**src/rtl/murax_spi_slave_if.sv**
```systemverilog
// SoC-facing and pin-facing signal bundle of the Murax SPI responder.
// The slave modport is the responder's view; the master modport is the driver's view.
interface murax_spi_slave_if;
  logic       sclk;
  logic       ss;
  logic       mosi;
  logic       miso_write;
  logic       miso_writeEnable;
  logic       tx_valid;
  logic       tx_ready;
  logic [7:0] tx_payload;
  logic       rx_valid;
  logic       rx_ready;
  logic [7:0] rx_payload;
  logic       overrun;
  logic       underrun;
  logic       clearFlags;

  modport slave (
    input  sclk, ss, mosi, tx_valid, tx_payload, rx_ready, clearFlags,
    output miso_write, miso_writeEnable, tx_ready, rx_valid, rx_payload,
           overrun, underrun
  );

  modport master (
    output sclk, ss, mosi, tx_valid, tx_payload, rx_ready, clearFlags,
    input  miso_write, miso_writeEnable, tx_ready, rx_valid, rx_payload,
           overrun, underrun
  );
endinterface

```
**src/rtl/murax_spi_slave.sv**
```systemverilog
// SPI mode-0 responder, pins oversampled in the io_mainClk domain.
// Define MURAX_SPI_SLAVE_RX_FIFO_EN for a 4-entry RX FIFO instead of a single RX holding register.
module murax_spi_slave #(
  parameter logic [7:0]  DEFAULT_TX  = 8'hFF,
  parameter int unsigned SYNC_STAGES = 2
) (
  input logic              io_mainClk,
  input logic              io_asyncReset,
  murax_spi_slave_if.slave bus
);

  localparam int unsigned CNT_W = 3;

  typedef enum logic {IDLE = 1'b0, SHIFT = 1'b1} state_t;

  state_t state_q, state_d;

  logic [SYNC_STAGES-1:0] sclk_sync, ss_sync, mosi_sync, warm_q;
  logic                   sclk_hist, ss_hist, armed_q;
  logic                   sclk_s, ss_s, mosi_s;
  logic                   sclk_rise, sclk_fall, ss_fall, ss_rise;

  logic                   load_tx, shift_tx, sample_rx, end_frame;
  logic [7:0]             tx_shift, tx_hold;
  logic [6:0]             rx_shift;
  logic [CNT_W-1:0]       bit_cnt;
  logic                   byte_seen, byte_done;
  logic                   push_pend;
  logic [7:0]             push_data;

  logic                   miso_write_q, miso_oe_q;
  logic                   tx_ready_q, tx_accept;
  logic                   rx_valid_q, rx_pop, rx_push_ok;
  logic [7:0]             rx_payload_q;
  logic                   overrun_q, underrun_q;

  // Pin synchronizers plus history flops; SS resets high so reset reads as deselected
  always_ff @(posedge io_mainClk or posedge io_asyncReset) begin
    if (io_asyncReset) begin
      sclk_sync <= '0;
      ss_sync   <= '1;
      mosi_sync <= '0;
      sclk_hist <= 1'b0;
      ss_hist   <= 1'b1;
      warm_q    <= '0;
      armed_q   <= 1'b0;
    end else begin
      sclk_sync <= {sclk_sync[SYNC_STAGES-2:0], bus.sclk};
      ss_sync   <= {ss_sync[SYNC_STAGES-2:0],   bus.ss};
      mosi_sync <= {mosi_sync[SYNC_STAGES-2:0], bus.mosi};
      sclk_hist <= sclk_s;
      ss_hist   <= ss_s;
      warm_q    <= {warm_q[SYNC_STAGES-2:0], 1'b1};
      // Only arm once SS has really been seen high, so a frame in flight at reset release is skipped
      armed_q   <= armed_q | (warm_q[SYNC_STAGES-1] & ss_s);
    end
  end

  assign sclk_s    = sclk_sync[SYNC_STAGES-1];
  assign ss_s      = ss_sync[SYNC_STAGES-1];
  assign mosi_s    = mosi_sync[SYNC_STAGES-1];
  assign sclk_rise = sclk_s & ~sclk_hist;
  assign sclk_fall = ~sclk_s & sclk_hist;
  assign ss_fall   = ~ss_s & ss_hist & armed_q;
  assign ss_rise   = ss_s & ~ss_hist;

  always_ff @(posedge io_mainClk or posedge io_asyncReset) begin
    if (io_asyncReset) state_q <= IDLE;
    else               state_q <= state_d;
  end

  // Frame sequencing; SS rise takes priority over any coincident SCK edge
  always_comb begin
    state_d   = state_q;
    load_tx   = 1'b0;
    shift_tx  = 1'b0;
    sample_rx = 1'b0;
    end_frame = 1'b0;
    case (state_q)
      IDLE: begin
        if (ss_fall) begin
          state_d = SHIFT;
          load_tx = 1'b1;
        end
      end
      SHIFT: begin
        if (ss_rise) begin
          state_d   = IDLE;
          end_frame = 1'b1;
        end else if (sclk_rise) begin
          sample_rx = 1'b1;
        end else if (sclk_fall) begin
          if (bit_cnt != '0) shift_tx = 1'b1;
          else if (byte_seen) load_tx = 1'b1;
        end
      end
      default: state_d = IDLE;
    endcase
  end

  assign byte_done = sample_rx && (bit_cnt == CNT_W'(7));
  assign tx_accept = bus.tx_valid & tx_ready_q;

  // Shift datapath, TX holding register and pad drivers
  always_ff @(posedge io_mainClk or posedge io_asyncReset) begin
    if (io_asyncReset) begin
      tx_shift     <= '0;
      tx_hold      <= '0;
      tx_ready_q   <= 1'b1;
      rx_shift     <= '0;
      bit_cnt      <= '0;
      byte_seen    <= 1'b0;
      push_pend    <= 1'b0;
      push_data    <= '0;
      miso_write_q <= 1'b1;
      miso_oe_q    <= 1'b0;
      underrun_q   <= 1'b0;
      overrun_q    <= 1'b0;
    end else begin
      if (load_tx)       tx_shift <= tx_ready_q ? DEFAULT_TX : tx_hold;
      else if (shift_tx) tx_shift <= {tx_shift[6:0], 1'b0};

      if (tx_accept) tx_hold <= bus.tx_payload;
      if (tx_accept)                    tx_ready_q <= 1'b0;
      else if (load_tx && !tx_ready_q)  tx_ready_q <= 1'b1;

      if (sample_rx) rx_shift <= {rx_shift[5:0], mosi_s};

      if (end_frame)      bit_cnt <= '0;
      else if (sample_rx) bit_cnt <= bit_cnt + CNT_W'(1);

      if (end_frame || state_q == IDLE) byte_seen <= 1'b0;
      else if (byte_done)               byte_seen <= 1'b1;

      // Completed byte is staged one cycle before it reaches the RX buffer
      push_pend <= byte_done;
      if (byte_done) push_data <= {rx_shift, mosi_s};

      miso_write_q <= (state_q == SHIFT) ? tx_shift[7] : 1'b1;
      miso_oe_q    <= (state_q == SHIFT);

      underrun_q <= (load_tx & tx_ready_q) | (underrun_q & ~bus.clearFlags);
      overrun_q  <= (push_pend & ~rx_push_ok) | (overrun_q & ~bus.clearFlags);
    end
  end

  assign rx_pop = rx_valid_q & bus.rx_ready;

`ifdef MURAX_SPI_SLAVE_RX_FIFO_EN
  localparam int unsigned RX_DEPTH = 4;
  localparam int unsigned PTR_W    = 2;

  logic [7:0]       rx_mem [RX_DEPTH];
  logic [PTR_W-1:0] wr_ptr, rd_ptr, wr_ptr_d, rd_ptr_d;
  logic             rx_full_q, rx_full_d;
  logic [7:0]       head_d;

  // Circular FIFO bookkeeping; the full bit separates full from empty when pointers meet
  always_comb begin
    rx_push_ok = push_pend & (~rx_full_q | rx_pop);
    rd_ptr_d   = rd_ptr + PTR_W'(rx_pop);
    wr_ptr_d   = wr_ptr + PTR_W'(rx_push_ok);
    rx_full_d  = rx_full_q;
    if (rx_push_ok && !rx_pop && wr_ptr_d == rd_ptr) rx_full_d = 1'b1;
    else if (rx_pop && !rx_push_ok)                  rx_full_d = 1'b0;
    head_d = (rx_push_ok && wr_ptr == rd_ptr_d) ? push_data : rx_mem[rd_ptr_d];
  end

  always_ff @(posedge io_mainClk) begin
    if (rx_push_ok) rx_mem[wr_ptr] <= push_data;
  end

  always_ff @(posedge io_mainClk or posedge io_asyncReset) begin
    if (io_asyncReset) begin
      wr_ptr       <= '0;
      rd_ptr       <= '0;
      rx_full_q    <= 1'b0;
      rx_valid_q   <= 1'b0;
      rx_payload_q <= '0;
    end else begin
      wr_ptr       <= wr_ptr_d;
      rd_ptr       <= rd_ptr_d;
      rx_full_q    <= rx_full_d;
      rx_valid_q   <= rx_full_d | (wr_ptr_d != rd_ptr_d);
      rx_payload_q <= head_d;
    end
  end
`else
  // Single RX holding register; a pop in the same cycle frees room for the push
  assign rx_push_ok = push_pend & (~rx_valid_q | rx_pop);

  always_ff @(posedge io_mainClk or posedge io_asyncReset) begin
    if (io_asyncReset) begin
      rx_valid_q   <= 1'b0;
      rx_payload_q <= '0;
    end else begin
      rx_valid_q <= rx_push_ok | (rx_valid_q & ~rx_pop);
      if (rx_push_ok) rx_payload_q <= push_data;
    end
  end
`endif

  assign bus.miso_write       = miso_write_q;
  assign bus.miso_writeEnable = miso_oe_q;
  assign bus.tx_ready         = tx_ready_q;
  assign bus.rx_valid         = rx_valid_q;
  assign bus.rx_payload       = rx_payload_q;
  assign bus.overrun          = overrun_q;
  assign bus.underrun         = underrun_q;

endmodule

```
**src/flat_wrapper.sv**
```systemverilog
// flat-port wrapper written by rule: the top's interface ports become plain ports
module murax_spi_slave_flat 
#(
  parameter logic [7:0]  DEFAULT_TX  = 8'hFF,
  parameter int unsigned SYNC_STAGES = 2
)
  (io_mainClk, io_asyncReset, bus_sclk, bus_ss, bus_mosi, bus_tx_valid, bus_tx_payload, bus_rx_ready, bus_clearFlags, bus_miso_write, bus_miso_writeEnable, bus_tx_ready, bus_rx_valid, bus_rx_payload, bus_overrun, bus_underrun);
  murax_spi_slave_if bus_i ();
  input logic io_mainClk;
  input logic io_asyncReset;
  input wire logic [$bits(bus_i.sclk)-1:0] bus_sclk;
  input wire logic [$bits(bus_i.ss)-1:0] bus_ss;
  input wire logic [$bits(bus_i.mosi)-1:0] bus_mosi;
  input wire logic [$bits(bus_i.tx_valid)-1:0] bus_tx_valid;
  input wire logic [$bits(bus_i.tx_payload)-1:0] bus_tx_payload;
  input wire logic [$bits(bus_i.rx_ready)-1:0] bus_rx_ready;
  input wire logic [$bits(bus_i.clearFlags)-1:0] bus_clearFlags;
  output wire logic [$bits(bus_i.miso_write)-1:0] bus_miso_write;
  output wire logic [$bits(bus_i.miso_writeEnable)-1:0] bus_miso_writeEnable;
  output wire logic [$bits(bus_i.tx_ready)-1:0] bus_tx_ready;
  output wire logic [$bits(bus_i.rx_valid)-1:0] bus_rx_valid;
  output wire logic [$bits(bus_i.rx_payload)-1:0] bus_rx_payload;
  output wire logic [$bits(bus_i.overrun)-1:0] bus_overrun;
  output wire logic [$bits(bus_i.underrun)-1:0] bus_underrun;
  assign bus_i.sclk = bus_sclk;
  assign bus_i.ss = bus_ss;
  assign bus_i.mosi = bus_mosi;
  assign bus_i.tx_valid = bus_tx_valid;
  assign bus_i.tx_payload = bus_tx_payload;
  assign bus_i.rx_ready = bus_rx_ready;
  assign bus_i.clearFlags = bus_clearFlags;
  assign bus_miso_write = bus_i.miso_write;
  assign bus_miso_writeEnable = bus_i.miso_writeEnable;
  assign bus_tx_ready = bus_i.tx_ready;
  assign bus_rx_valid = bus_i.rx_valid;
  assign bus_rx_payload = bus_i.rx_payload;
  assign bus_overrun = bus_i.overrun;
  assign bus_underrun = bus_i.underrun;
  murax_spi_slave #(.DEFAULT_TX(DEFAULT_TX), .SYNC_STAGES(SYNC_STAGES)) u_core (.io_mainClk(io_mainClk), .io_asyncReset(io_asyncReset), .bus(bus_i));
endmodule
```
**config.mk**
```make
export PLATFORM = sky130hd
export DESIGN_NAME = murax_spi_slave_flat
export DESIGN_NICKNAME = d
export VERILOG_FILES = /design/src/rtl/murax_spi_slave_if.sv /design/src/rtl/murax_spi_slave.sv /design/src/flat_wrapper.sv
export SDC_FILE = /design/constraint.sdc
export NUM_CORES = 1
export LEC_CHECK = 0
export BUFFER_PORTS_ARGS = -buffer_cell sky130_fd_sc_hd__buf_4
export CORE_ASPECT_RATIO = 0.8
export CORE_UTILIZATION = 51
export CTS_CLUSTER_SIZE = 12
export DETAILED_ROUTE_END_ITERATION = 8
export PLACE_DENSITY = 0.7
export SLEW_MARGIN = 20
export SYNTH_ARGS = -nofsm -noshare
export SYNTH_HDL_FRONTEND = slang
export SYNTH_SLANG_ARGS = --single-unit
```
**constraint.sdc**
```tcl
create_clock -name io_mainClk -period 1.7 [get_ports io_mainClk]
set_input_delay 0.17 -clock io_mainClk [delete_from_list [all_inputs] [get_ports io_mainClk]]
set_output_delay 0.17 -clock io_mainClk [all_outputs]
set_load 0.005 [all_outputs]
```
==> flow_summary.yaml <==
detailed_routing:
  drc: 0
  via_count: 1555
  wl_per_cell_um: 15.7
  ant_nets: 0
  routed_wl_mm: 4.52
  viasPerCell: 5.40
  drt_iter0_drc: 103
  dr.pass1.iters: 4
logic_synthesis:
  ys_ff_latch: 62
  synth.top_cells.by_count: "dfrtp_1, mux2_2, mux2_1, o2bb2ai_1"
  synth_top_cell_area_share_pct: 57.7
  synth_cell_types: 35
  async_flop_share_pct: 100
  synth_xor_area_share_pct: 0.354
  postSynthCellCount: 170
  synth_top_family_by_area: "multiplexers"
  syn_nets: 189
  synthFlopType: "dfrtp_1"
  ys_top_cells_by_area: "dfrtp_1, mux2_2, dfstp_2"
  yosys_warnings: 0
  syn_area_um2: 2470
  seq_area_frac_synth_pct: 63.0
  synthAdderAreaFrac_pct: 1.52
  yosysTopAreaCell: "dfrtp_1"
  synth_compound_area_share_pct: 10.8
  synth.most_common_cell: "dfrtp_1"
  syn_area_per_cell_um2: 14.6
  yosys.area_share.simple_pct: 7.33
  synthMuxAreaShare_pct: 14.9
  synth_edf_count: 0
setup_path:
  reg2reg_from: "u_core.bit_cnt[0]"
  critPathArrivalTime_ns: 1.88
  crit_fanout: 8
  reg2reg_to: "u_core.tx_shift[0]"
  cp-start-kind: "register"
  cp-end-kind: "register"
  critPathRequiredTime_ns: 1.93
  startpoint: "u_core.bit_cnt[0]"
  rrSetupSlack_ns: 0.04
  reg2reg_depth: 7
  critPathKind: "reg2reg"
  crit_path_end: "u_core.tx_shift[0]"
global_route:
  grt_pass1_wl_mm: 7.41
  grt-ovfl-total: 0
  grt_usage_pct: 20.4
  antenna_found_initial: 0
  grt_pass1_vias: 1541
  grt_max_degree: 24
clock_network:
  cts_sinks: 62
  clk_latency_ns: 0.33
  path_clk_slew_ns: 0.07
  htree_levels: 3
  clock_path_buffers: 2
  cts_tree: "yes"
  cts_root_buf: "clkbuf_8"
  cts-buffers-inserted: 9
floorplanning:
  core-area_um2: 4620
  start_util_pct: 53.5
  die_h_um: 64.3
  dieArea_um2: 5130
  num_rows: 22
  die_width_um: 79.9
  ios: 30
min_path:
  hold_path.class: "in2reg"
cells_and_area:
  drive_gt1_share_pct: 45.6
  fin_nets: 242
  fill_cells: 326
  multi_input_comb_area_um2: 925
  final_util_pct: 69.2
  regArea_um2: 1560
  n_antenna_cell: 0
  area_growth_pct: 29.4
timing:
  setup_slack_ns: 0.0416
  skew_ns: 0.00940
  hold_viol_final: 0
  rsz0062_at_grt: "true"
  period_minus_slack_ns: 1.66
  finalMaxSlewViolations: 0
  max_freq_mhz: 603
  finalSetupViolCount: 0
  period_share_pct: 97.6
pwr:
  peakVddDrop_mv: 0.836
  powerDensity_nw_per_um2: 1350
  p_leak_nw: 1.54
status:
  status: "complete, no violations"
placement:
  gp_congestion: 0.848
  hpwl_mm: 2.99
  io_buffers: 29
  pre_cts_slack_ns: -0.0360
run:
  maxCapViolCount: 0
-- timing repair --
| action | CTS | global route |
|---|---|---|
| hold buffers | 4 | 0 |
| gates cloned | 0 | 0 |
| resized for setup | 4 | 13 |
| hold endpoints to repair | 16 | 0 |
| pin swaps | 0 | 8 |
| setup buffers | 0 | 5 |
| endpoints found under the setup margin | 12 | 10 |
-- cell type report --
cell class | instances | area share (%)
clock inverters | 3 | 2.03
flip-flops and latches | 62 | 48.7
inverters | 8 | 1.06
well taps | 60 | 2.34
repair buffers | 46 | 11.7
clock buffers | 13 | 5.28
multi-input cells | 96 | 28.9
-- worst min path at each step --
stage,startpoint,to,cells after the start
floorplan,bus_ss,u_core.ss_sync[0],0
global placement,io_asyncReset,u_core.bus.overrun,2
detailed placement,io_asyncReset,u_core.bus.rx_payload[6],2
CTS,bus_tx_payload[2],u_core.tx_hold[2],2
global route,bus_tx_payload[7],u_core.tx_hold[7],2
finish,bus_tx_payload[2],u_core.tx_hold[2],2
-- logic make-up (layout without fill, tap and decap cells) --
family | after synthesis | count (layout)
flops | 62 | 62
mux | 33 | 33
compound gates | 31 | 31
simple gates | 27 | 27
buf+inv | 12 | 70
fa+ha+maj | 3 | 3
other cells | 1 | 1
xor+xnor | 1 | 1
-- sequential cells by signal, indices dropped and copies added (netlist names) --
register,flops
u_core.armed_q,1
u_core.bit_cnt,3
u_core.bus.miso_write,1
u_core.bus.miso_writeEnable,1
u_core.bus.overrun,1
u_core.bus.rx_payload,8
u_core.bus.rx_valid,1
u_core.bus.tx_ready,1
u_core.bus.underrun,1
u_core.byte_seen,1
u_core.mosi_sync,2
u_core.push_data,8
u_core.push_pend,1
u_core.rx_shift,7
u_core.sclk_hist,1
u_core.sclk_sync,2
u_core.ss_hist,1
u_core.ss_sync,2
u_core.state_q,1
u_core.tx_hold,8
u_core.tx_shift,8
u_core.warm_q,2
-- per-layer routing --
metal / share of wire [%] / GRT usage [%] / routed length [um]
met2: 47 / 28.2 / 2110
met1: 46 / 27.3 / 2080
met4: 2.6 / 12.5 / 118
met3: 4.8 / 7.29 / 217
met5: 0 / 0 / 0
-- critical path: stages, from the launching register on --
cell	delay, ns
dfrtp_1	0.36
inv_2	0.06
ha_4	0.16
nor3b_4	0.16
o41ai_4	0.36
buf_4	0.18
nor2_4	0.05
a22o_1	0.21
-- per-stage QoR --
step	instance area, um^2	TNS [ns]	total power, mW	cells	hold WS (ns)
finish	3200	0	4.33	288	0.0623
global route	3200	-0.364	4.56	288	0.0438
CTS	3110	0	4.23	283	0.0494
detailed placement	2820	-0.0702	2.70	263	0.208
global placement	2820	0	2.65	263	0.195
floorplan	2480	0	2.47	170	0.174
-- power breakdown --
part	leakage, nW	total, mW	switching [mW]	internal (mW)
Clock	0.120	1.48	0.535	0.944
Sequential	0.784	2.05	0.244	1.81
Combinational	0.633	0.799	0.316	0.483
-- layout by cell type, fill, tap and decap left out, types with 3 or more instances in the layout --
master         count
clkbuf_8          12
dfrtp_1           56
inv_2              3
o2bb2ai_1          8
dfstp_2            5
inv_1              4
dlygate4sd3_1      4
a211oi_1           5
buf_4             39
nand2_1            6
mux2_1             8
nor2_1             5
o32ai_1            6
mux2_2            23
nand2b_1           3
Power figures use the tool's default switching activity.
